[src/rtl/countdown_timer.sv]
// Game countdown timer: BCD M:SS digits decremented at a strike-dependent rate,
// with pause, permanent halt and a sticky expiry flag for the game-loss logic.
module countdown_timer #(
    parameter int CLK_HZ     = 27000000,
    parameter int START_MIN  = 5,
    parameter int START_TENS = 0,
    parameter int START_ONES = 0
) (
    input  logic       clock,
    input  logic       reset,
    input  logic       start,
    input  logic       pause,
    input  logic       halt,
    input  logic [1:0] strikes,
    output logic [3:0] minutes,
    output logic [2:0] sec_tens,
    output logic [3:0] sec_ones,
    output logic       running,
    output logic       tick,
    output logic       explode_timer
);

    localparam int LIM0_RAW = CLK_HZ;
    localparam int LIM1_RAW = (CLK_HZ * 4) / 5;
    localparam int LIM2_RAW = (CLK_HZ * 2) / 3;
    localparam int LIM3_RAW = CLK_HZ / 2;
    localparam int LIM0     = (LIM0_RAW < 1) ? 1 : LIM0_RAW;
    localparam int LIM1     = (LIM1_RAW < 1) ? 1 : LIM1_RAW;
    localparam int LIM2     = (LIM2_RAW < 1) ? 1 : LIM2_RAW;
    localparam int LIM3     = (LIM3_RAW < 1) ? 1 : LIM3_RAW;
    localparam int PW       = (LIM0 > 2) ? $clog2(LIM0) : 1;

    localparam logic [PW-1:0] TOP0 = PW'(LIM0 - 1);
    localparam logic [PW-1:0] TOP1 = PW'(LIM1 - 1);
    localparam logic [PW-1:0] TOP2 = PW'(LIM2 - 1);
    localparam logic [PW-1:0] TOP3 = PW'(LIM3 - 1);

    localparam logic [3:0] ST_MIN  = 4'(START_MIN);
    localparam logic [2:0] ST_TENS = 3'(START_TENS);
    localparam logic [3:0] ST_ONES = 4'(START_ONES);
    localparam logic       ST_ZERO = (ST_MIN == 4'd0) && (ST_TENS == 3'd0) && (ST_ONES == 4'd0);

    typedef enum logic [2:0] {
        IDLE    = 3'd0,
        RUN     = 3'd1,
        PAUSED  = 3'd2,
        EXPIRED = 3'd3,
        HALTED  = 3'd4
    } state_t;

    state_t        state_r, state_s;
    logic [PW-1:0] presc_r, presc_s;
    logic [PW-1:0] top_s;
    logic [3:0]    min_r, min_s;
    logic [2:0]    tens_r, tens_s;
    logic [3:0]    ones_r, ones_s;
    logic          running_r;
    logic          tick_r, tick_s;
    logic          explode_r, explode_s;
    logic [10:0]   dec_s;

    // One-second BCD borrow chain on M:SS digits, packed as {min, tens, ones}.
    function automatic logic [10:0] bcd_dec(input logic [3:0] m, input logic [2:0] t,
                                            input logic [3:0] o);
        logic [3:0] m_n;
        logic [2:0] t_n;
        logic [3:0] o_n;
        if (o != 4'd0) begin
            o_n = o - 4'd1;
            t_n = t;
            m_n = m;
        end else if (t != 3'd0) begin
            o_n = 4'd9;
            t_n = t - 3'd1;
            m_n = m;
        end else begin
            o_n = 4'd9;
            t_n = 3'd5;
            m_n = m - 4'd1;
        end
        return {m_n, t_n, o_n};
    endfunction

    // Prescaler terminal value for the current strike count.
    always_comb begin
        top_s = TOP0;
        case (strikes)
            2'd0:    top_s = TOP0;
            2'd1:    top_s = TOP1;
            2'd2:    top_s = TOP2;
            2'd3:    top_s = TOP3;
            default: top_s = TOP0;
        endcase
    end

    // Next-state, prescaler and digit logic; halt beats pause beats decrement.
    always_comb begin
        state_s   = state_r;
        presc_s   = presc_r;
        min_s     = min_r;
        tens_s    = tens_r;
        ones_s    = ones_r;
        tick_s    = 1'b0;
        explode_s = explode_r;
        dec_s     = bcd_dec(min_r, tens_r, ones_r);
        case (state_r)
            IDLE: begin
                min_s  = ST_MIN;
                tens_s = ST_TENS;
                ones_s = ST_ONES;
                if (halt) begin
                    state_s = HALTED;
                end else if (start) begin
                    presc_s = {PW{1'b0}};
                    if (ST_ZERO) begin
                        state_s   = EXPIRED;
                        explode_s = 1'b1;
                    end else begin
                        state_s = RUN;
                    end
                end else begin
                    presc_s = presc_r;
                end
            end
            RUN: begin
                if (halt) begin
                    state_s = HALTED;
                end else if (pause) begin
                    state_s = PAUSED;
                end else if (presc_r >= top_s) begin
                    // >= also covers a strike change that lowers the limit below the count
                    presc_s = {PW{1'b0}};
                    tick_s  = 1'b1;
                    min_s   = dec_s[10:7];
                    tens_s  = dec_s[6:4];
                    ones_s  = dec_s[3:0];
                    if (dec_s == 11'd0) begin
                        state_s   = EXPIRED;
                        explode_s = 1'b1;
                    end else begin
                        state_s = RUN;
                    end
                end else begin
                    presc_s = presc_r + PW'(1);
                end
            end
            PAUSED: begin
                if (halt) begin
                    state_s = HALTED;
                end else if (!pause) begin
                    state_s = RUN;
                end else begin
                    state_s = PAUSED;
                end
            end
            EXPIRED: begin
                min_s     = 4'd0;
                tens_s    = 3'd0;
                ones_s    = 4'd0;
                explode_s = 1'b1;
            end
            HALTED: begin
                state_s = HALTED;
            end
            default: begin
                state_s = IDLE;
            end
        endcase
    end

    // State and output registers with asynchronous reset to the start values.
    always_ff @(posedge clock or negedge reset) begin
        if (!reset) begin
            state_r   <= IDLE;
            presc_r   <= {PW{1'b0}};
            min_r     <= ST_MIN;
            tens_r    <= ST_TENS;
            ones_r    <= ST_ONES;
            running_r <= 1'b0;
            tick_r    <= 1'b0;
            explode_r <= 1'b0;
        end else begin
            state_r   <= state_s;
            presc_r   <= presc_s;
            min_r     <= min_s;
            tens_r    <= tens_s;
            ones_r    <= ones_s;
            running_r <= (state_s == RUN);
            tick_r    <= tick_s;
            explode_r <= explode_s;
        end
    end

    assign minutes       = min_r;
    assign sec_tens      = tens_r;
    assign sec_ones      = ones_r;
    assign running       = running_r;
    assign tick          = tick_r;
    assign explode_timer = explode_r;

endmodule

[config.mk]
export PLATFORM = sky130hd
export DESIGN_NAME = countdown_timer
export DESIGN_NICKNAME = d
export VERILOG_FILES = /design/src/rtl/countdown_timer.sv
export SDC_FILE = /design/constraint.sdc
export NUM_CORES = 1
export LEC_CHECK = 0
export CORE_MARGIN = 2
export CORE_UTILIZATION = 55
export DETAILED_ROUTE_END_ITERATION = 12
export PLACE_DENSITY = 0.78
export SETUP_SLACK_MARGIN = 0.4
export SYNTH_ARGS = -nofsm -noshare
export SYNTH_HDL_FRONTEND = slang
export SYNTH_SLANG_ARGS = --single-unit
[constraint.sdc]
create_clock -name clock -period 3.3 [get_ports clock]
set_input_delay 0.33 -clock clock [delete_from_list [all_inputs] [get_ports clock]]
set_output_delay 0.33 -clock clock [all_outputs]
set_load 0.02 [all_outputs]
==> results.yml, run 1 <==
yosys:
  yosysSeqAreaShare_pct: 35.8
  yosysTopAreaCell: "dfrtp_1"
  avgSynthCellArea_um2: 8.72
  synth_compound_area_share_pct: 17.5
  synth_simple_gate_area_share_pct: 25.5
  synthDistinctLibCells: 63
  synth_common_cells: "dfrtp_1 (40), nor2_1 (36), nand2_1 (32)"
  synth_mux_area_share_pct: 0.341
  synthFlopType: "dfrtp_1"
  synth_xor_area_share_pct: 8.34
  post-synth-top-count-cell: "dfrtp_1"
  syn_nets: 363
  synth-async-reset-ratio_pct: 100
  synth-seq-cells: 42
  netlist_top_cells_area: "dfrtp_1 (34%), ha_1 (8.1%), xor2_1 (5.7%)"
  syn_area_um2: 2940
  synth_top_family_by_area: "simple AND/OR/NAND/NOR gates"
  postSynthCellCount: 337
  synthAdderAreaFrac_pct: 8.09
  synth_top_cell_area_share_pct: 34.1
  yosysWarningCount: 0
  synth_edf_count: 0
layout:
  nets: 400
  nFillCells: 428
  seqCellArea_um2: 1050
  postLayoutCoreUtil_pct: 68.1
  antennaDiodeCount: 0
  areaGrowthSynthToFinish_pct: 19.2
  instances_no_fill: 445
  multiInputGateArea_um2: 1840
  drive_gt1_share_pct: 16.8
grt:
  busiest_layer: "met2"
  grt_first_pass_wirelength_um: 11200
  grt_start_max_net_pins: 43
  met1_usage_pct: 30.4
  grt_overflow: 0
  antenna_found_initial: 0
  grt_usage_pct: 23.3
  grt_pass1_vias: 2438
  met3_usage_pct: 4.35
  met2_usage_pct: 39.5
clock_tree:
  cts_buffer_depth: 2
  clkSinkCount: 42
  h-tree-depth: 2
  cts_tree: "built"
  numCtsBuffers: 5
  clk_latency_ps: 300
  hold_buffers: 0
  root_buffer: "clkbuf_8"
  clk_pin_slew_ps: 80
pwr:
  p_per_area_nw_per_um2: 261
  p_leak_nw: 1.57
  total_power_mw: 0.913
  peakVddDrop_mv: 0.203
sta:
  fmax_ghz: 0.360
  final_max_slew_viol_count: 0
  worstMarginPinSlew_ps: 949
  min_period_over_period_pct: 84.2
  hold_violations: 0
  setup_violations: 0
  relSlewSlack_pct: 36.7
  finalCriticalPeriod_ps: 2780
  rsz0062_at_grt: "false"
  fin_hold_ws_ps: 180
  fin_worst_skew_ps: 6.57
  tns_ps: 0
placed_design:
  hpwlAfterDp_um: 4580
  gp_congestion: 0.847
  io_buffers: 20
  placed_cells: 424
routing:
  drtIter0Drc: 159
  num_vias: 2633
  ant_nets: 0
  firstDrtPassIters: 5
  totalWireLength_um: 6700
  wire_per_inst_um: 15.1
  viasPerCell: 5.92
  drc: 0
die:
  die-area_um2: 5940
  ios: 21
  core-area_um2: 5140
  fp.dieH_um: 77.1
  start_util_pct: 57.2
  rows: 26
  dieWidth_um: 77.1
setup_path:
  worstPathRequired_ps: 3470
  reg2reg_depth: 9
  crit_fanout: 6
  criticalPathCategory: "in -> reg"
  start_kind: "input port"
  r2r-start: "sec_ones[0]$_DFFE_PN0P_"
  rrSetupSlack_ps: 540
  arrival_ps: 2950
  timing.rr.end: "running$_DFF_PN0_"
  crit_path_end_kind: "flip-flop"
run_status:
  status: "completed"
hold_path:
  hold_class: "in -> async"
job:
  cap_violations: 0
## logic make-up (layout without fill, tap and decap cells)
| kind of cell | Yosys count | after routing |
|---|---|---|
| simple gates | 146 | 146 |
| compound gates | 71 | 71 |
| flops | 42 | 42 |
| buf+inv | 30 | 68 |
| xor+xnor | 28 | 28 |
| fa+ha+maj | 19 | 19 |
| mux | 1 | 1 |
## worst max-delay path, stage by stage
cell and delay, ps:
dlygate4sd2_1 300, inv_1 120, buf_4 170, ha_1 300, xnor2_1 220, nor4bb_2 300, nand4_1 260, a211oi_2 400
nor2_4 110, o311ai_2 310, o41ai_1 120
## where the power goes
| group | switching, mW | total (mW) | internal [mW] |
|---|---|---|---|
| Clock | 0.171 | 0.322 | 0.150 |
| Sequential | 0.00360 | 0.520 | 0.516 |
| Combinational | 0.0421 | 0.0719 | 0.0297 |
| Total | 0.217 | 0.913 | 0.696 |
## placed cells by master, fill, tap and decap left out, drive strengths merged, types with 3 or more instances in the layout
master	n
and3	6
nand4	7
o41ai	3
o31ai	6
o21ai	21
xnor2	9
nor2	39
and4	4
or3	4
ha	19
nand3	20
a21o	3
o311ai	3
inv	17
nor2b	3
nor4	4
dfrtp	40
a21oi	17
clkdlybuf4s50	17
nand2	32
or2	4
xor2	19
nor3	14
clkbuf	8
buf	24
## per-layer routing
metal	vias to the layer above	wire (um)
met5	-	0
met4	0	92
met3	9	280
met2	69	3300
met1	1282	3030
li1	1273	-
## what timing repair did
item,CTS,global route
endpoints found under the setup margin,23,8
buffers inserted,5,8
pin swaps,5,9
resized for setup,6,14
cloned,0,0
hold endpoints to repair,0,0
## final cells by class
class | instances | area share [%]
multi-input cells | 265 | 52.4
flip-flops and latches | 42 | 30.1
repair buffers | 43 | 10.9
well taps | 70 | 2.50
clock buffers | 8 | 2.29
inverters | 17 | 1.82
## state kept, by name, indices dropped and copies added (netlist names)
signal,count
minutes,4
running,1
sec_ones,4
tick,1
presc_r,25
state_r,3
explode_timer,1
sec_tens,3
## worst max path at each step
stage                                 start                 endpoint  cells after the start
floorplan           sec_ones[0]$_DFFE_PN0P_        running$_DFF_PN0_                      9
global placement                 strikes[0]  presc_r[21]$_DFFE_PN0P_                     12
detailed placement               strikes[1]  presc_r[10]$_DFFE_PN0P_                     13
CTS                              strikes[1]   minutes[3]$_DFFE_PN0P_                     12
global route                     strikes[0]  presc_r[11]$_DFFE_PN0P_                     13
finish                           strikes[0]   minutes[3]$_DFFE_PN0P_                     11
## metrics by stage
step | worst slack [ps] | instance area (um2)
6_report | 521 | 3500
5_1_grt | 373 | 3500
4_1_cts | 437 | 3390
3_5_place_dp | 22.5 | 3230
3_3_place_gp | 36.0 | 3230
2_1_floorplan | 700 | 2940
Power figures use the tool's default switching activity.
==> run 2, diff against run 1 <==
- CORE_UTILIZATION: 55 -> 53
- PLACE_DENSITY: 0.78 -> 0.79
- clock period: 3.3 -> 2.3 ns (I/O delays scaled with it)
==> results.yml, run 2 (same netlist as run 1, synthesis figures left out) <==
run_status:
  status: "finished with violations"
  violations: "negative setup slack"
layout:
  postLayoutCoreUtil_pct: 76.4
  nFillCells: 340
  antennaDiodeCount: 0
  areaGrowthSynthToFinish_pct: 41.3
  final_cell_mix: "buf_4 (53), dfrtp_1 (38), nor2_1 (35), nand2_1 (29), xor2_1 (19)"
  largest_reg_flops: 25
  seqCellArea_um2: 1060
  multiInputGateArea_um2: 2100
  drive_gt1_share_pct: 35.2
  nets: 443
  largest-register: "presc_r"
  layout_commonest_cell: "buf_4"
  final_area_um2: 4150
placed_design:
  gp_congestion: 0.873
  placed_area_um2: 3610
  hpwlAfterDp_um: 5310
  io_buffers: 20
setup_path:
  arrival_ps: 2630
  worstPathRequired_ps: 2500
  crit_path_end_kind: "flip-flop"
  criticalPathCategory: "reg -> reg"
  start_kind: "flip-flop"
  crit_fanout: 2
routing:
  wire_per_inst_um: 17.5
  firstDrtPassIters: 4
  ant_nets: 0
  viasPerCell: 6.03
  totalWireLength_um: 8570
  drtIter0Drc: 206
  drc: 0
  num_vias: 2953
sta:
  hold_violations: 0
  setup_violations: 27
  relSlewSlack_pct: 62.9
  worstMarginPinSlew_ps: 557
  fmax_ghz: 0.412
  fin_worst_skew_ps: 13.0
  min_period_over_period_pct: 106
  worst_slack_ps: -127
  finalCriticalPeriod_ps: 2430
  fin_hold_ws_ps: 436
  rsz0062_at_grt: "true"
  final_max_slew_viol_count: 0
die:
  fp.dieH_um: 78.5
  start_util_pct: 54.0
  die-area_um2: 6160
  dieWidth_um: 78.5
  core-area_um2: 5440
  ios: 21
  rows: 27
clock_tree:
  clk_pin_slew_ps: 90
  numCtsBuffers: 5
  h-tree-depth: 2
  cts_tree: "built"
  root_buffer: "clkbuf_8"
  clk_latency_ps: 310
  clkSinkCount: 42
  cts_buffer_depth: 2
grt:
  grt_usage_pct: 27.9
  antenna_found_initial: 0
  grt_start_max_net_pins: 26
  grt_overflow: 0
  grt_pass1_vias: 2945
  grt_first_pass_wirelength_um: 13600
job:
  cap_violations: 0
pwr:
  peakVddDrop_mv: 0.264
  p_leak_nw: 1.85
  p_per_area_nw_per_um2: 340
hold_path:
  hold_class: "in -> async"
[run 2: cell count changes in the layout (fill, tap and decap cells not counted), sizes merged]
cell and delta:
dlymetal6s2s -1, clkinv +1, clkdlybuf4s15 +1, clkinvlp +2
dlygate4sd3 +1, clkbuf -2, inv -1, dlygate4sd2 -1
buf +43
[run 2: stage by stage]
step	power [mW]	setup TNS [ps]	setup WS [ps]	instances
final	1.41	-1020	-127	490
after global routing	1.46	-4010	-188	490
after CTS	1.40	-1140	-79.2	483
after detailed placement	0.879	-26550	-723	466
after global placement	0.874	-24180	-659	466
after floorplan	0.814	-88.9	-86.5	337
[run 2: timing repair]
item                                   4_1_cts  5_1_grt
hold buffers                                 1        0
buffers inserted                             7        7
gates cloned                                 1        0
setup endpoints to repair                   40       40
pin swaps                                   17       21
endpoints found under the hold margin       23        0
resized for setup                           49       25
[run 2: area by class of cell]
type / instances / area share [%]
multi-input combinational: 265 / 50.5
sequential: 42 / 25.4
timing repair buffer: 86 / 17.9
tap: 72 / 2.17
clock buffer: 6 / 1.99
inverter: 17 / 1.69
clock inverter: 2 / 0.301
[run 2: worst max-delay path, cell delays in order, from the launching register on]
cell      delay, ps
dfrtp_2         420
inv_2            80
ha_4            130
or3b_4          370
or3_4           360
nor2_4          160
xnor2_1         130
nand4b_1        210
a21o_1          250
o211a_1         210
[run 2: metal layers]
metal  global-route usage (%)  vias to the layer above  part of all wire [%]
li1                         -                     1357                     -
met1                     33.0                     1429                    41
met2                     49.3                      141                    52
met3                     4.60                       26                   5.0
met4                     12.8                        0                   2.5
met5                        0                        -                     0
[run 2: worst paths after layout]
| check | start | to | slack (ps) | depth (start not counted) |
|---|---|---|---|---|
| setup / recovery | sec_ones[1]$_DFFE_PN0P_ | running$_DFF_PN0_ | -130 | 9 |
| hold / removal | reset | sec_ones[3]$_DFFE_PN0P_ | 440 | 2 |
| setup reg to reg | sec_ones[1]$_DFFE_PN0P_ | running$_DFF_PN0_ | -130 | 9 |
| hold reg to reg | explode_timer$_DFFE_PN0P_ | explode_timer$_DFFE_PN0P_ | 530 | 2 |
| max in group asynchronous | reset | minutes[0]$_DFFE_PN1P_ | 1150 | 3 |
| min in group clock | explode_timer$_DFFE_PN0P_ | explode_timer$_DFFE_PN0P_ | 530 | 2 |
[run 2: where the power goes]
group | leakage (nW) | switching [mW] | internal (mW)
logic | 1.24 | 0.0790 | 0.0686
registers | 0.563 | 0.00333 | 0.741
clock network | 0.0472 | 0.278 | 0.242
total | 1.85 | 0.360 | 1.05
